$ cat src/rtl/axi_rr_arbiter4.sv
// Four-requester round-robin arbiter for a shared AXI channel.
// One manager is granted at a time and keeps the grant until its own finish pulse.
// A watchdog forcibly releases a grant held too long, and a sticky error flag
// records which requester timed out.
// Handshake: a grant is offered only from IDLE. It stays stable while in GRANT
// regardless of req, and is released only by the granted index's finish pulse
// or by the watchdog. Finish pulses from other indices are ignored.
// The FSM state is visible on busy, which is high exactly when the state is GRANT.
module axi_rr_arbiter4 #(
    parameter int                TMO_W      = 16,
    parameter logic [TMO_W-1:0]  TMO_CYCLES = 16'd1024
) (
    input  logic       clk,
    input  logic       rst_n,
    input  logic       req0,
    input  logic       req1,
    input  logic       req2,
    input  logic       req3,
    input  logic       finish0,
    input  logic       finish1,
    input  logic       finish2,
    input  logic       finish3,
    input  logic       tmo_clr,
    output logic       gnt0,
    output logic       gnt1,
    output logic       gnt2,
    output logic       gnt3,
    output logic [3:0] sel,
    output logic       busy,
    output logic       tmo_err,
    output logic [1:0] tmo_id
);

    typedef enum logic {IDLE = 1'b0, GRANT = 1'b1} state_t;

    localparam logic [TMO_W-1:0] TMO_LAST = TMO_CYCLES - {{(TMO_W-1){1'b0}}, 1'b1};
    localparam logic [TMO_W-1:0] CNT_MAX  = {TMO_W{1'b1}};

    state_t           state_q, state_d;
    logic [3:0]       gnt_q, gnt_d;
    logic [1:0]       last_q, last_d;
    logic [TMO_W-1:0] cnt_q, cnt_d;
    logic             tmo_err_q, tmo_err_d;
    logic [1:0]       tmo_id_q, tmo_id_d;

    logic [3:0] req_v;
    logic [3:0] fin_v;
    logic       found;
    logic [1:0] winner;
    logic [1:0] idx;
    logic       timeout;

    assign req_v = {req3, req2, req1, req0};
    assign fin_v = {finish3, finish2, finish1, finish0};

    // Round-robin pick: scan last+1, last+2, last+3, then last itself.
    always_comb begin
        found  = 1'b0;
        winner = 2'd0;
        idx    = 2'd0;
        for (int k = 1; k <= 4; k++) begin
            idx = last_q + 2'(k);
            if (req_v[idx] && !found) begin
                found  = 1'b1;
                winner = idx;
            end
        end
    end

    // Watchdog fires on the last allowed grant cycle unless the owner finishes then.
    assign timeout = (TMO_CYCLES != '0) && (cnt_q == TMO_LAST) && !fin_v[last_q];

    // Next-state and registered-output logic; last_q doubles as the owner index in GRANT.
    always_comb begin
        state_d   = state_q;
        gnt_d     = gnt_q;
        last_d    = last_q;
        cnt_d     = cnt_q;
        tmo_err_d = tmo_err_q;
        tmo_id_d  = tmo_id_q;

        if (tmo_clr) begin
            tmo_err_d = 1'b0;
        end

        case (state_q)
            IDLE: begin
                if (found) begin
                    state_d = GRANT;
                    gnt_d   = 4'b0001 << winner;
                    last_d  = winner;
                    cnt_d   = '0;
                end
            end
            GRANT: begin
                if (cnt_q != CNT_MAX) begin
                    cnt_d = cnt_q + {{(TMO_W-1){1'b0}}, 1'b1};
                end
                if (fin_v[last_q]) begin
                    state_d = IDLE;
                    gnt_d   = 4'b0000;
                end else if (timeout) begin
                    state_d   = IDLE;
                    gnt_d     = 4'b0000;
                    tmo_err_d = 1'b1;
                    tmo_id_d  = last_q;
                end
            end
            default: begin
                state_d = IDLE;
                gnt_d   = 4'b0000;
            end
        endcase
    end

    // State and output registers with asynchronous active-low reset.
    always_ff @(posedge clk or negedge rst_n) begin
        if (!rst_n) begin
            state_q   <= IDLE;
            gnt_q     <= 4'b0000;
            last_q    <= 2'd3;
            cnt_q     <= '0;
            tmo_err_q <= 1'b0;
            tmo_id_q  <= 2'd0;
        end else begin
            state_q   <= state_d;
            gnt_q     <= gnt_d;
            last_q    <= last_d;
            cnt_q     <= cnt_d;
            tmo_err_q <= tmo_err_d;
            tmo_id_q  <= tmo_id_d;
        end
    end

    assign gnt0    = gnt_q[0];
    assign gnt1    = gnt_q[1];
    assign gnt2    = gnt_q[2];
    assign gnt3    = gnt_q[3];
    assign sel     = gnt_q;
    assign busy    = (state_q == GRANT);
    assign tmo_err = tmo_err_q;
    assign tmo_id  = tmo_id_q;

endmodule

$ cat config.mk
export PLATFORM = sky130hd
export DESIGN_NAME = axi_rr_arbiter4
export DESIGN_NICKNAME = d
export VERILOG_FILES = /design/src/rtl/axi_rr_arbiter4.sv
export SDC_FILE = /design/constraint.sdc
export NUM_CORES = 1
export LEC_CHECK = 0
export CAP_MARGIN = 20
export CORE_MARGIN = 4
export CORE_UTILIZATION = 33
export CTS_BUF_LIST = sky130_fd_sc_hd__clkbuf_8 sky130_fd_sc_hd__clkbuf_16
export DETAILED_ROUTE_END_ITERATION = 16
export PLACE_DENSITY = 0.57
export SYNTH_ARGS = -nofsm -noshare
export SYNTH_HDL_FRONTEND = slang
export SYNTH_SLANG_ARGS = --single-unit
$ cat constraint.sdc
create_clock -name clk -period 1.8 [get_ports clk]
set_input_delay 0.18 -clock clk [delete_from_list [all_inputs] [get_ports clk]]
set_output_delay 0.18 -clock clk [all_outputs]
set_load 0.005 [all_outputs]
Word level (Yosys, flattened, before mapping)
Cells that the tools add are included.
- output and inout bits: 12
- bits in registers: 26
- equal/unequal tests: 5
- bitwise logic cells: 2
- reductions and logical operators: 12
- add/sub/neg operators: 4
- shift operators: 1
- muxes and demuxes: 33
- $lt $le $gt $ge: 4
- operator list (cell ; count):
    16-bit 2-to-1 mux ; 2
    16-bit case mux with 2 select lines ; 1
    16-bit by 1-bit adder with 16-bit output (second input constant) ; 1
    16-bit by 10-bit equality test with 1-bit output (second input constant) ; 1
    1-bit 2-to-1 mux ; 16
    16-bit != test (second input constant) ; 1
    2-bit by 3-bit less-than comparator with 1-bit output (second input constant) ; 4
    4-bit 2-to-1 mux ; 3
    1-bit binary-select mux with 2-bit select ; 5
    2-bit 2-to-1 mux ; 4
    4-bit case mux with 2 select lines ; 1
    2-bit AND reduction ; 3
    2-bit adder (second input constant) ; 2
    1-bit logical AND ; 4
    1-bit logical NOT ; 4
    1-bit by 2-bit left shift with 4-bit output (first input constant) ; 1
    3-bit by 1-bit != test with 1-bit output (second input constant) ; 1
    3-bit AND reduction ; 1
    2-bit by 1-bit adder with 2-bit output (second input constant) ; 1
    2-bit by 1-bit != test with 1-bit output (second input constant) ; 1
    2-bit != test (second input constant) ; 1
    1-bit inverter ; 2
    1-bit case mux with 2 select lines ; 1

Longest topological paths before layout
Gate-level depths: netlist of the first run.
- word-level depth: 16
- mapped depth: 6

Worst setup path before layout of the first run
Ideal clock, no wire load.
- path kind: register to register
- from: register cnt_q[0]
- to: register cnt_q[14]
- data arrival time: 1.710 ns
- path slack: -0.046 ns
- setup time: 0.135 ns
- required time: 1.665 ns
- stages on the path, launching flop included: 6
- path buffers: 0
- cell sequence: dfrtp_1 -> ha_1 -> nand4_2 -> or4_4 -> o311ai_2 -> o41ai_2
- word-level cells in the longest chain between the ends: 3
- elaborated cells between the ends (all ways): 6
- ends and longest elaborated chain (element ; RTL line ; RTL):
    start: declaration ; 42 ; logic [TMO_W-1:0] cnt_q, cnt_d;
    start signal: assignment ; 129 ; cnt_q <= cnt_d;
    16-bit by 1-bit adder with 16-bit output or 16-bit != test (tied branches) ; 97, 96 ;
    16-bit 2-to-1 mux or 2-bit by 1-bit != test with 1-bit output (tied branches) ; n/a ;
    16-bit case mux with 2 select lines or 2-bit AND reduction (tied branches) ; n/a ;
Several ways; a longest one is shown, not always the timed one. The select of a mux whose other input is x is not followed.
A chain may end at the register's enable or synchronous reset.

Worst setup path after layout of the first run
- from: register last_q[0]
- to: register tmo_id_q[0] (netlist: tmo_id[0])
- word-level cells in the longest chain between the ends: 5
- elaborated cells between the ends (all ways): 6
- ends and longest elaborated chain (element ; RTL line ; RTL):
    start: declaration ; 41 ; logic [1:0] last_q, last_d;
    start signal: assignment ; 128 ; last_q <= last_d;
    1-bit binary-select mux with 2-bit select ; 71, 99 ;
    1-bit 2-to-1 mux (implied by the code) ; 71, 99 ;
    1-bit logical NOT ; 71 ; assign timeout = (TMO_CYCLES != '0) && (cnt_q == TMO_LAST) && !fin_v[last_q];
    1-bit logical AND ; 71 ;
    3-bit AND reduction (no source line) ; n/a ;
    end signal: assignment ; 131 ; tmo_id_q <= tmo_id_d;
    end: declaration ; 44 ; logic [1:0] tmo_id_q, tmo_id_d;
Several ways; a longest one is shown, not always the timed one. The select of a mux whose other input is x is not followed.

==> results of run 1 <==
## per-stage QoR
stage	hold WS (ns)	TNS, ns
finish	0.271	0
global route	0.309	-0.0777
CTS	0.286	0
floorplan	-0.116	0
detailed placement	0.469	-0.102
global placement	0.464	-0.0324
## cell usage after synthesis (2+ instances only)
cell type	instances	area [sq um]
nor2_1	7	26.3
a22o_1	2	17.5
a21o_1	3	22.5
mux2_2	2	22.5
or4_4	2	22.5
nor4_1	6	37.5
buf_4	5	37.5
o31ai_1	6	45.0
a31oi_1	2	12.5
o21ai_0	7	35.0
nor2b_1	2	12.5
mux2i_1	2	20.0
o211ai_1	5	37.5
dfrtp_1	24	601
nor3b_1	3	22.5
buf_2	4	20.0
xnor2_1	2	17.5
nand2_1	13	48.8
nand3_1	8	40.0
inv_1	7	26.3
clkbuf_1	2	7.51
nand4_1	3	18.8
o21ai_2	3	26.3
o2bb2ai_1	2	17.5
or4_1	2	15.0
dfstp_2	2	52.6
nand2b_1	4	25.0
nand3_2	5	50.1
## final timing paths
path                           start        end
setup / recovery           last_q[0]  tmo_id[0]
hold / removal                 rst_n   cnt_q[2]
setup reg to reg           last_q[0]  tmo_id[0]
hold reg to reg              tmo_err    tmo_err
max in group asynchronous      rst_n  last_q[1]
min in group clk             tmo_clr    tmo_err
## worst reg2reg max path: stages (launching register included)
cell and delay (ns):
dfstp_2 0.55, mux4_2 0.54, nor3_4 0.22, mux2_2 0.36
## power by group
part           internal [mW]  switching [mW]
sequential             0.709           0.110
clock                  0.153           0.186
combinational          0.581           0.542
## cell usage in the layout (no fill, tap or decap), types with 2 or more instances in the layout
cell type        count
o21ai_0              7
a31oi_1              2
nor2b_1              2
buf_4               25
nor2_1               7
a22o_1               2
or4_4                2
nand2_1             13
dfrtp_1             21
nand3_1              8
nor3b_1              3
nand3_2              5
inv_1                8
nand4_4              2
o211ai_1             5
mux2_2               2
nand2b_1             4
o2bb2ai_1            2
o31ai_1              6
clkdlybuf4s50_1     22
a21o_1               3
dfrtp_2              3
xnor2_1              2
mux2i_1              2
o21ai_2              3
or4_1                2
clkbuf_8             3
nand4_1              3
dfstp_2              2
nor4_1               6
## logic make-up (layout without fill, tap and decap cells)
kind of cell / Yosys count / after routing
and+or+nand+nor: 65 / 65
adders and majority gates: 1 / 1
AOI/OAI and AO/OA: 39 / 39
muxes: 5 / 5
buffers and inverters: 19 / 58
DFF: 26 / 26
xor gates and xnor gates: 2 / 2
## state kept, by name (all words and copies together), names as in the netlist
register / count
tmo_err: 1
tmo_id: 2
cnt_q: 16
sel: 4
busy: 1
last_q: 2
## layout make-up
cell class                      instances  area, sq um
Clock buffer                            3         41.3
Clock inverter                          1         3.75
Fill cell                             433         2440
Inverter                                7         26.3
Multi-Input combinational cell        112          865
Sequential cell                        26          657
Tap cell                               52         65.1
Timing Repair Buffer                   47          408
## layer usage
metal  GRT usage  part of all wire  vias up
met1       0.174              0.45      671
met3      0.0220             0.028        4
met4      0.0480             0.014        0
li1            -                 -      675
met5           0                 0        -
met2       0.224              0.51       19
## repair_timing
item,in CTS,in global routing
pin swaps,2,1
cloned,0,0
setup buffers,1,0
setup endpoints to repair,6,7
resized for setup,1,4
==> flow_summary_export.csv, run 1 <==
group,metric,value,unit
synth,synth_compound_area_frac,0.205,
sta,slew_headroom,0.631,
route,ant_nets,0,
setup_path,crit_chain,"mux4_2 > nor3_4 > mux2_2",
clock_tree,cts_hold_buf,0,
final_layout,fin_util,0.459,
grt,grt_max_degree,27,
synth,synth_edf_count,0,
setup_path,worst_setup_path_end_kind,"flip-flop",
pwr,powerDensity,1100,nW/um^2
die,die_y,77.4,um
clock_tree,root_buffer,"clkbuf_8",
final_layout,area_delta_synth_final,30.0,%
clock_tree,cts_tree,"done",
sta,fmax,563,MHz
synth,synth_cells,157,
final_layout,drive_gt1_frac,0.291,
grt,grt_pass1_wl,6.54,mm
final_layout,final_cells,248,
route,viasPerCell,5.52,
setup_path,reg2reg_slack,0.02,ns
sta,hold_viol,0,
sta,layout_setup_ws,0.0245,ns
setup_path,crit_fanout,3,
synth,yosys_warnings,0,
synth,synth-xor-area-share,0.0110,
grt,antenna_found_initial,0,
die,die_x,77.4,um
synth,yosys.area_share.simple,0.260,
setup_path,max_stage_delay,0.55,ns
clock_tree,path_clk_slew,0.09,ns
pwr,vdd_ir_drop_max,0.407,mV
placement,dpl_cell_area,2000,sq um
synth,synth_area,1590,sq um
die,dieArea,5990,sq um
pwr,leakagePower,0.873,nW
grt,grt-ovfl-total,0,
placement,port_buffers,22,
setup_path,arrival,1.93,ns
sta,layout_worst_path_cycle_share,0.986,
setup_path,critical-path-top-delay-family,"multiplexers",
synth,yosysUniqueCellTypes,50,
grt,gr-usage-all-layers,0.133,
setup_path,path_class,"flip-flop to flip-flop",
clock_tree,numCtsBuffers,3,
final_layout,nNetsFinal,209,
sta,finClkSkew,0.00748,ns
placement,dp_slack,-0.0224,ns
synth,ys_seq_elements,26,
die,rows,24,
sta,rsz0062_at_grt,"yes",
pwr,design_power_total,2.28,mW
sta,tightest_slew,0.549,ns
route,drt-initial-drc-count,77,
setup_path,cpMaxStageDelayCell,"dfstp_2",
placement,dpl.cell_count,243,
final_layout,antennaDiodeCount,0,
die,io_pins,23,
clock_tree,htreeDepth,1,
route,drc,0,
job,maxCapViolations,0,
setup_path,worstPathRequired,1.96,ns
clock_tree,insertion_delay,0.27,ns
status,status,"complete, no violations",
synth,syn_nets,169,
placement,globalplace.congestion,0.829,
route,wl,3.79,mm
clock_tree,cts_max_path_buffers,2,
die,start_util,0.353,
clock_tree,clock_sinks,26,
placement,post-dp-hpwl,2.92,mm
route,num_vias,1369,
setup_path,path_buf_inv,0,
synth,synth_top_family_by_area,"simple AND/OR/NAND/NOR gates",
sta,final-max-slew-violation-count,0,
sta,setup_viol,0,
synth,yosys.area_share.adder,0.00787,
setup_path,r2r_cells,3,
route,wl_per_cell,15.3,um
hold_path,hp-class,"input pin to asynchronous set/reset pin",
synth,syn_avg_cell_area,10.1,sq um
sta,period_needed,1.78,ns
setup_path,cp-start-kind,"flip-flop",
setup_path,worst-path-stages,3,
synth,async_flop_share,1.00,
die,coreArea,4500,sq um
synth,synth.area.mux_share,0.0409,
final_layout,fin_area,2070,sq um
synth,synthFlopType,"dfrtp_1",
grt,grt_pass1_vias,1395,
route,dr.pass1.iters,7,
synth,yosysSeqAreaShare,0.411,
Note: power is estimated with default switching activity, not from simulation.
==> run 2, diff against run 1 <==
--- a/config.mk
+++ b/config.mk
@@ -5,10 +5,11 @@
 export SDC_FILE = /design/constraint.sdc
 export NUM_CORES = 1
 export LEC_CHECK = 0
-export CAP_MARGIN = 20
+export CAP_MARGIN = 30
 export CORE_MARGIN = 4
 export CORE_UTILIZATION = 33
 export CTS_BUF_LIST = sky130_fd_sc_hd__clkbuf_8 sky130_fd_sc_hd__clkbuf_16
+export CTS_CLUSTER_SIZE = 20
 export DETAILED_ROUTE_END_ITERATION = 16
 export PLACE_DENSITY = 0.57
 export SYNTH_ARGS = -nofsm -noshare
==> results of run 2 <==
Final layout, timing and power as in run 1 (identical DEF).
